<file path="config.mk">
export PLATFORM = sky130hd
export DESIGN_NAME = vga_sync_decoder
export DESIGN_NICKNAME = d
export VERILOG_FILES = /design/src/rtl/vga_timing_pkg.sv /design/src/rtl/vga_period_counter.sv /design/src/rtl/vga_sync_decoder.sv
export SDC_FILE = /design/constraint.sdc
export NUM_CORES = 1
export LEC_CHECK = 0
export ABC_AREA = 1
export CORE_MARGIN = 5
export CORE_UTILIZATION = 49
export DETAILED_ROUTE_END_ITERATION = 8
export HOLD_SLACK_MARGIN = 0.06
export MAX_ROUTING_LAYER = met4
export PLACE_DENSITY_LB_ADDON = 0.1
export SLEW_MARGIN = 20
export SYNTH_ARGS = -nofsm -noshare
export SYNTH_HDL_FRONTEND = slang
export SYNTH_SLANG_ARGS = --single-unit
</file>
<file path="constraint.sdc">
create_clock -name clk -period 2.5 [get_ports clk]
set_input_delay 0.625 -clock clk [delete_from_list [all_inputs] [get_ports clk]]
set_output_delay 0.625 -clock clk [all_outputs]
set_load 0.03 [all_outputs]
</file>
<file path="src/rtl/vga_timing_pkg.sv">
// Shared VGA 640x480 timing constants and sync-lock state encoding.
// The scan generator and the sync decoder both import this package.
package vga_timing_pkg;

  localparam int unsigned VGA_H_TOTAL      = 800;
  localparam int unsigned VGA_H_SYNC       = 96;
  localparam int unsigned VGA_H_ACT_START  = 144;
  localparam int unsigned VGA_H_ACT        = 640;
  localparam int unsigned VGA_V_TOTAL      = 525;
  localparam int unsigned VGA_V_SYNC       = 2;
  localparam int unsigned VGA_V_ACT_START  = 35;
  localparam int unsigned VGA_V_ACT        = 480;
  localparam int unsigned VGA_LOCK_FRAMES  = 2;

  // Width of the horizontal and vertical position counters.
  localparam int unsigned CNT_W = 10;

  typedef enum logic [1:0] {
    SEARCH = 2'd0,
    ALIGN  = 2'd1,
    LOCKED = 2'd2
  } sync_state_e;

endpackage

</file>
<file path="src/rtl/vga_period_counter.sv">
// Falling-edge detector on an active-low sync input plus a saturating
// position counter. Flags a period mismatch when the counter restarts and,
// optionally, a timeout when the expected period elapses with no restart.
module vga_period_counter #(
  parameter int unsigned W          = 10,
  parameter int unsigned PERIOD     = 800,
  parameter int unsigned SAT_MAX    = 800,
  parameter bit          TIMEOUT_EN = 1'b1
) (
  input  logic         clk,
  input  logic         rst_n,
  input  logic         sync_in,
  input  logic         tick,
  input  logic         qual,
  input  logic         restart,
  output logic         fall,
  output logic [W-1:0] pos,
  output logic         per_err,
  output logic         lost_err
);

  localparam logic [W-1:0] PER = W'(PERIOD);
  localparam logic [W-1:0] SAT = W'(SAT_MAX);

  logic         sync_q, sync_d;
  logic         armed_q, armed_d;
  logic [W-1:0] cnt_q, cnt_d;
  logic [W-1:0] nxt;
  logic         zero;

  // Edge detection, current position and error flags for this sample.
  always_comb begin
    fall = sync_q & ~sync_in;
    zero = fall & qual;
    nxt  = cnt_q;
    if (tick && (cnt_q != SAT)) begin
      nxt = cnt_q + 1'b1;
    end
    pos      = zero ? '0 : nxt;
    per_err  = zero && armed_q && (nxt != PER);
    // Fires only on the sample that reaches PERIOD; saturation keeps it single.
    lost_err = TIMEOUT_EN && !zero && (nxt == PER) && (cnt_q != PER);
  end

  // Next-state for the counter, the previous-sample register and the arm flag.
  // Kept apart from the error logic so restart never loops back into per_err.
  always_comb begin
    sync_d  = sync_in;
    cnt_d   = pos;
    armed_d = armed_q;
    if (zero) begin
      armed_d = 1'b1;
    end else if (restart) begin
      armed_d = 1'b0;
    end
  end

  // Counter state registers.
  always_ff @(posedge clk or negedge rst_n) begin
    if (!rst_n) begin
      sync_q  <= 1'b1;
      cnt_q   <= '0;
      armed_q <= 1'b0;
    end else begin
      sync_q  <= sync_d;
      cnt_q   <= cnt_d;
      armed_q <= armed_d;
    end
  end

endmodule

</file>
<file path="src/rtl/vga_sync_decoder.sv">
// Receive-side VGA sync decoder: recovers pixel coordinates from hsync/vsync,
// checks line/frame timing, locks after consecutive good frames and emits a
// per-pixel valid stream with framebuffer addresses.
module vga_sync_decoder
  import vga_timing_pkg::*;
#(
  parameter int unsigned H_TOTAL     = VGA_H_TOTAL,
  parameter int unsigned H_ACT_START = VGA_H_ACT_START,
  parameter int unsigned H_ACT       = VGA_H_ACT,
  parameter int unsigned V_TOTAL     = VGA_V_TOTAL,
  parameter int unsigned V_ACT_START = VGA_V_ACT_START,
  parameter int unsigned V_ACT       = VGA_V_ACT,
  parameter int unsigned LOCK_FRAMES = VGA_LOCK_FRAMES
) (
  input  logic        clk,
  input  logic        rst_n,
  input  logic        hsync,
  input  logic        vsync,
  input  logic [11:0] videoIn,
  output logic [9:0]  HAddr,
  output logic [8:0]  VAddr,
  output logic        pixValid,
  output logic [11:0] pixData,
  output logic        frameStart,
  output logic        locked,
  output logic        syncErr
);

  localparam int unsigned       GW     = $clog2(LOCK_FRAMES + 1);
  localparam logic [GW-1:0]     LOCK_N = GW'(LOCK_FRAMES);
  localparam logic [CNT_W-1:0]  H_LO   = CNT_W'(H_ACT_START);
  localparam logic [CNT_W-1:0]  H_HI   = CNT_W'(H_ACT_START + H_ACT);
  localparam logic [CNT_W-1:0]  V_LO   = CNT_W'(V_ACT_START);
  localparam logic [CNT_W-1:0]  V_HI   = CNT_W'(V_ACT_START + V_ACT);

  logic             hfall, vfall, coincident, violation, active;
  logic [CNT_W-1:0] p, l;
  logic             h_per_err, h_lost, v_per_err, v_lost;
  logic             restart_h, restart_v;

  sync_state_e      state_q, state_d;
  logic [GW-1:0]    good_q, good_d, good_inc;
  logic [9:0]       haddr_q, haddr_d;
  logic [8:0]       vaddr_q, vaddr_d;
  logic             pix_valid_q, pix_valid_d;
  logic [11:0]      pix_data_q, pix_data_d;
  logic             frame_start_q, frame_start_d;
  logic             locked_q, locked_d;
  logic             sync_err_q, sync_err_d;

  vga_period_counter #(
    .W          (CNT_W),
    .PERIOD     (H_TOTAL),
    .SAT_MAX    (H_TOTAL),
    .TIMEOUT_EN (1'b1)
  ) u_hcnt (
    .clk      (clk),
    .rst_n    (rst_n),
    .sync_in  (hsync),
    .tick     (1'b1),
    .qual     (1'b1),
    .restart  (restart_h),
    .fall     (hfall),
    .pos      (p),
    .per_err  (h_per_err),
    .lost_err (h_lost)
  );

  vga_period_counter #(
    .W          (CNT_W),
    .PERIOD     (V_TOTAL),
    .SAT_MAX    ((1 << CNT_W) - 1),
    .TIMEOUT_EN (1'b0)
  ) u_lcnt (
    .clk      (clk),
    .rst_n    (rst_n),
    .sync_in  (vsync),
    .tick     (hfall),
    .qual     (hfall),
    .restart  (restart_v),
    .fall     (vfall),
    .pos      (l),
    .per_err  (v_per_err),
    .lost_err (v_lost)
  );

  // Lock state machine: any violation wins over a lock-completing frame edge.
  always_comb begin
    coincident = hfall & vfall;
    violation  = h_per_err | h_lost | v_per_err | v_lost | (vfall & ~hfall);
    state_d    = state_q;
    good_d     = good_q;
    good_inc   = good_q + 1'b1;
    case (state_q)
      SEARCH: begin
        if (coincident && !violation) begin
          state_d = ALIGN;
          good_d  = '0;
        end
      end
      ALIGN: begin
        if (violation) begin
          state_d = SEARCH;
        end else if (coincident) begin
          good_d = good_inc;
          if (good_inc >= LOCK_N) begin
            state_d = LOCKED;
          end
        end
      end
      LOCKED: begin
        if (violation) begin
          state_d = SEARCH;
        end
      end
      default: state_d = SEARCH;
    endcase
  end

  // The line check is unarmed once per SEARCH entry; the frame check stays
  // unarmed for all of SEARCH so only ALIGN/LOCKED frames are length-checked.
  always_comb begin
    restart_h = (state_q != SEARCH) && (state_d == SEARCH);
    restart_v = (state_q == SEARCH);
  end

  // Capture path and status pulses, all registered one cycle after the sample.
  always_comb begin
    active        = (p >= H_LO) && (p < H_HI) && (l >= V_LO) && (l < V_HI);
    pix_valid_d   = active && (state_q == LOCKED);
    pix_data_d    = pix_valid_d ? videoIn : '0;
    haddr_d       = pix_valid_d ? (p - H_LO) : haddr_q;
    vaddr_d       = pix_valid_d ? 9'(l - V_LO) : vaddr_q;
    frame_start_d = coincident;
    sync_err_d    = violation;
    locked_d      = (state_d == LOCKED);
  end

  // State and output registers.
  always_ff @(posedge clk or negedge rst_n) begin
    if (!rst_n) begin
      state_q       <= SEARCH;
      good_q        <= '0;
      haddr_q       <= '0;
      vaddr_q       <= '0;
      pix_valid_q   <= 1'b0;
      pix_data_q    <= '0;
      frame_start_q <= 1'b0;
      locked_q      <= 1'b0;
      sync_err_q    <= 1'b0;
    end else begin
      state_q       <= state_d;
      good_q        <= good_d;
      haddr_q       <= haddr_d;
      vaddr_q       <= vaddr_d;
      pix_valid_q   <= pix_valid_d;
      pix_data_q    <= pix_data_d;
      frame_start_q <= frame_start_d;
      locked_q      <= locked_d;
      sync_err_q    <= sync_err_d;
    end
  end

  assign HAddr      = haddr_q;
  assign VAddr      = vaddr_q;
  assign pixValid   = pix_valid_q;
  assign pixData    = pix_data_q;
  assign frameStart = frame_start_q;
  assign locked     = locked_q;
  assign syncErr    = sync_err_q;

endmodule
</file>
==> results.toml <==
[status]
status = "finished clean"

[logic_synthesis]
ys_ff_latch = 63
yosys_warnings = 0
ys_seq_area_share_pct = 46.36
syn_inst = 443
synth.distinct_cells = 32
syn_avg_cell_area_sq_um = 7.688
synthesis.nets = 465
netlist_area_sq_um = 3406

[global_route]
overflow = 0
grt_pass1_vias = 3030
grt_max_degree = 35
grtUsageTotal_pct = 20.90
antenna_found_initial = 0
grt_pass1_wl_mm = 13.92

[job]
drv_cap = 0

[power]
cellPowerDensity_nw_per_um2 = 634.1
switchingPower_mw = 1.047
share_clk_of_total_power_pct = 31.4
totalPowerFinal_mw = 3.196
combPwrFrac_pct = 31.4
p_int_mw = 2.149
irDropWorstVdd_mv = 0.5215
p_seq_share_pct = 37.1
switching_share_pct = 32.76
power_leakage_nw = 2.554

[layout]
area_delta_synth_final_pct = 47.98
final_cells = 667
nets = 588
antenna_cells = 0
final_cell_mix = "nand2_1, buf_4, dfrtp_1"
final_util_pct = 74.18
mostFrequentLayoutCell = "nand2_1"
design_area_sq_um = 5040
drive_gt1_share_pct = 30.47

[sta]
max_slew.worst_pin.slew_ns = 0.3984
tns_ns = 0
period_minus_slack_ns = 2.393
skew_ns = 0.009759
setup_violations = 0
rsz0062_at_grt = "yes"
slew_headroom_pct = 73.44
hold_slack_ns = 0.2005
finalCritPeriodShare_pct = 95.71
maxSlewViolCount = 0
fmax_mhz = 417.9
hold_viol = 0
setup_ws_ns = 0.1074

[floorplan]
initial_utilization_pct = 50.13
core_sq_um = 6794
die_h_microns = 93.37
die_area_sq_um = 8718
die_w_microns = 93.37
row_count = 30
io_pins = 51

[detailed_routing]
drt_wl_total_mm = 9.131
drc_errors = 0
wl_per_cell_microns = 13.69
ant_nets = 0
viasPerCell = 4.943
drtPass1Iterations = 4
num_vias = 3297
drt_iter0_markers = 183

[setup_path]
cp_slowest_cell = "dfrtp_2"
slowest_delay_ns = 0.45
worstSetupStartpoint = "u_hcnt.cnt_q[0]$_DFF_PN0_"
cp.depth = 16
crit_chain = "inv_1 > ha_4 > nand2_2 > nor2_2 > nand3_1 > nand2_2 > nand2_2 > nand2_2 > nand4_1 > o211ai_1 > nand3_2 > nor2_4 > nand2_4 > clkbuf_16 > nand2_4 > nand2_1"
cp_top_family = "simple AND/OR/NAND/NOR gates"
critPathMaxFanout = 7
worstRegToRegCells = 16
critPathCaptureType = "flip-flop"
r2r_end = "HAddr[3]$_DFFE_PN0N_"
critPathLaunchType = "flip-flop"
crit_required_ns = 2.72
worstPathArrival_ns = 2.62
reg2reg_slack_ns = 0.11
cp_common_cell = "nand2_2"
path_buf_inv = 2
r2r_start = "u_hcnt.cnt_q[0]$_DFF_PN0_"
path_class = "flip-flop to flip-flop"
endpoint = "HAddr[3]$_DFFE_PN0N_"

[cts]
postCtsHoldBufs = 0
clkLatencyLatePin_ns = 0.34
cts.sinks = 63
h-tree-depth = 3
cts-root-buf = "clkbuf_8"
cts_inserted_buffers = 9
clk_path_buf_depth = 2
path_clk_slew_ns = 0.08
cts_tree = "yes"

[placed_design]
dpl.hpwl_mm = 6.370
dp_slack_ns = -0.6456
io_buffer_count = 50
place_congestion = 0.9015
post-place-cells = 636
place_area_sq_um = 4400

[min_path]
hold_path.class = "input pin to asynchronous set/reset pin"
==> logic make-up (layout without fill, tap and decap cells) <==
group,Yosys count,count (layout),share of synthesized area [%]
AO/OA/AOI/OAI,22,22,3.931
XOR/XNOR,12,12,3.086
adder cells (fa/ha/maj),6,6,2.204
buffers and inverters,69,197,8.670
flip-flops,63,63,46.36
AND/OR/NAND/NOR,271,271,35.75
==> routing by layer <==
metal / track usage, % / share of wire, % / vias up
met3: 6.516 / 5.7 / 10
met2: 33.29 / 51 / 90
li1: - / - / 1636
met4: 4.640 / 0.85 / 0
met5: - / 0 / -
met1: 26.27 / 43 / 1561
==> synth_stat cells <==
master	count	area (sq um)
dfstp_2	2	52.55
o21ai_1	1	5.000
dfrtp_1	61	1526
nand2_4	1	11.26
xnor2_1	3	26.28
nor2_1	46	172.7
a21oi_1	5	25.02
nor2_2	9	56.30
ha_1	6	75.07
nand4_1	14	87.58
buf_4	2	15.01
a31oi_1	1	6.260
nand2_2	2	12.51
inv_2	10	37.54
o21bai_1	1	7.510
o21ai_0	9	45.04
nand3b_1	5	37.54
nor3_1	1	5.000
nor3b_1	1	7.510
o2111ai_2	1	15.01
nand2_1	142	533.0
o211ai_1	2	15.01
nand3_2	2	20.02
nor2_4	3	33.78
o31ai_1	1	7.510
xor2_1	9	78.83
inv_1	49	183.9
o21a_1	1	7.510
buf_2	5	25.02
nand3_1	44	220.2
nor2_8	1	20.02
buf_6	3	33.78
==> how the worst min path moves through the flow <==
stage | from | end | slack, ns | cells after the start
floorplan | rst_n | HAddr[0]$_DFFE_PN0N_ | 0.33 | 0
global placement | HAddr[9]$_DFFE_PN0N_ | HAddr[9]$_DFFE_PN0N_ | 0.45 | 2
detailed placement | VAddr[2]$_DFFE_PN0N_ | VAddr[2]$_DFFE_PN0N_ | 0.46 | 2
CTS | rst_n | pixData[7]$_DFF_PN0_ | 0.20 | 1
global route | rst_n | pixValid$_DFF_PN0_ | 0.21 | 1
finish | rst_n | pixValid$_DFF_PN0_ | 0.20 | 1
==> flip-flops by register name (all words and copies together) (netlist names) <==
name and flops:
HAddr 10, u_hcnt.cnt_q 10, syncErr 1, pixData 12, u_hcnt.armed_q 1, u_lcnt.sync_q 1, u_lcnt.cnt_q 10, state_q 2
locked 1, good_q 2, VAddr 9, u_lcnt.armed_q 1, frameStart 1, u_hcnt.sync_q 1, pixValid 1
==> worst register-to-register path, delay by kind of cell, from the launching register on <==
| kind | cells | cell delay [ns] |
|---|---|---|
| buffers and inverters | 2 | 0.34 |
| AND/OR/NAND/NOR | 12 | 1.21 |
| AO/OA/AOI/OAI | 1 | 0.12 |
| flip-flops | 1 | 0.45 |
| adder cells (fa/ha/maj) | 1 | 0.16 |
==> what timing repair did <==
action	4_1_cts	5_1_grt
buffers inserted	1	12
cloned	0	2
setup endpoints to repair	32	37
pin swaps	0	25
gates resized for setup	5	71
==> power groups by stage <==
stage / Clock, mW / Combinational, mW / Sequential [mW]
after global routing: 1.08 / 1.11 / 1.19
after floorplan: 0 / 0.493 / 1.18
after CTS: 1.02 / 0.847 / 1.16
after global placement: 0 / 0.820 / 1.18
after detailed placement: 0 / 0.827 / 1.18
final: 1.00 / 1.00 / 1.19
==> area by class of cell <==
cell class / count / area [sq um]
flip-flops and latches: 63 / 1583
well taps: 96 / 120.1
repair buffers: 122 / 1122
multi-input cells: 311 / 1763
clock inverters: 6 / 92.59
clock buffers: 10 / 137.6
inverters: 59 / 221.5
fillers: 495 / 1754
Note: power is estimated with default switching activity, not from simulation.
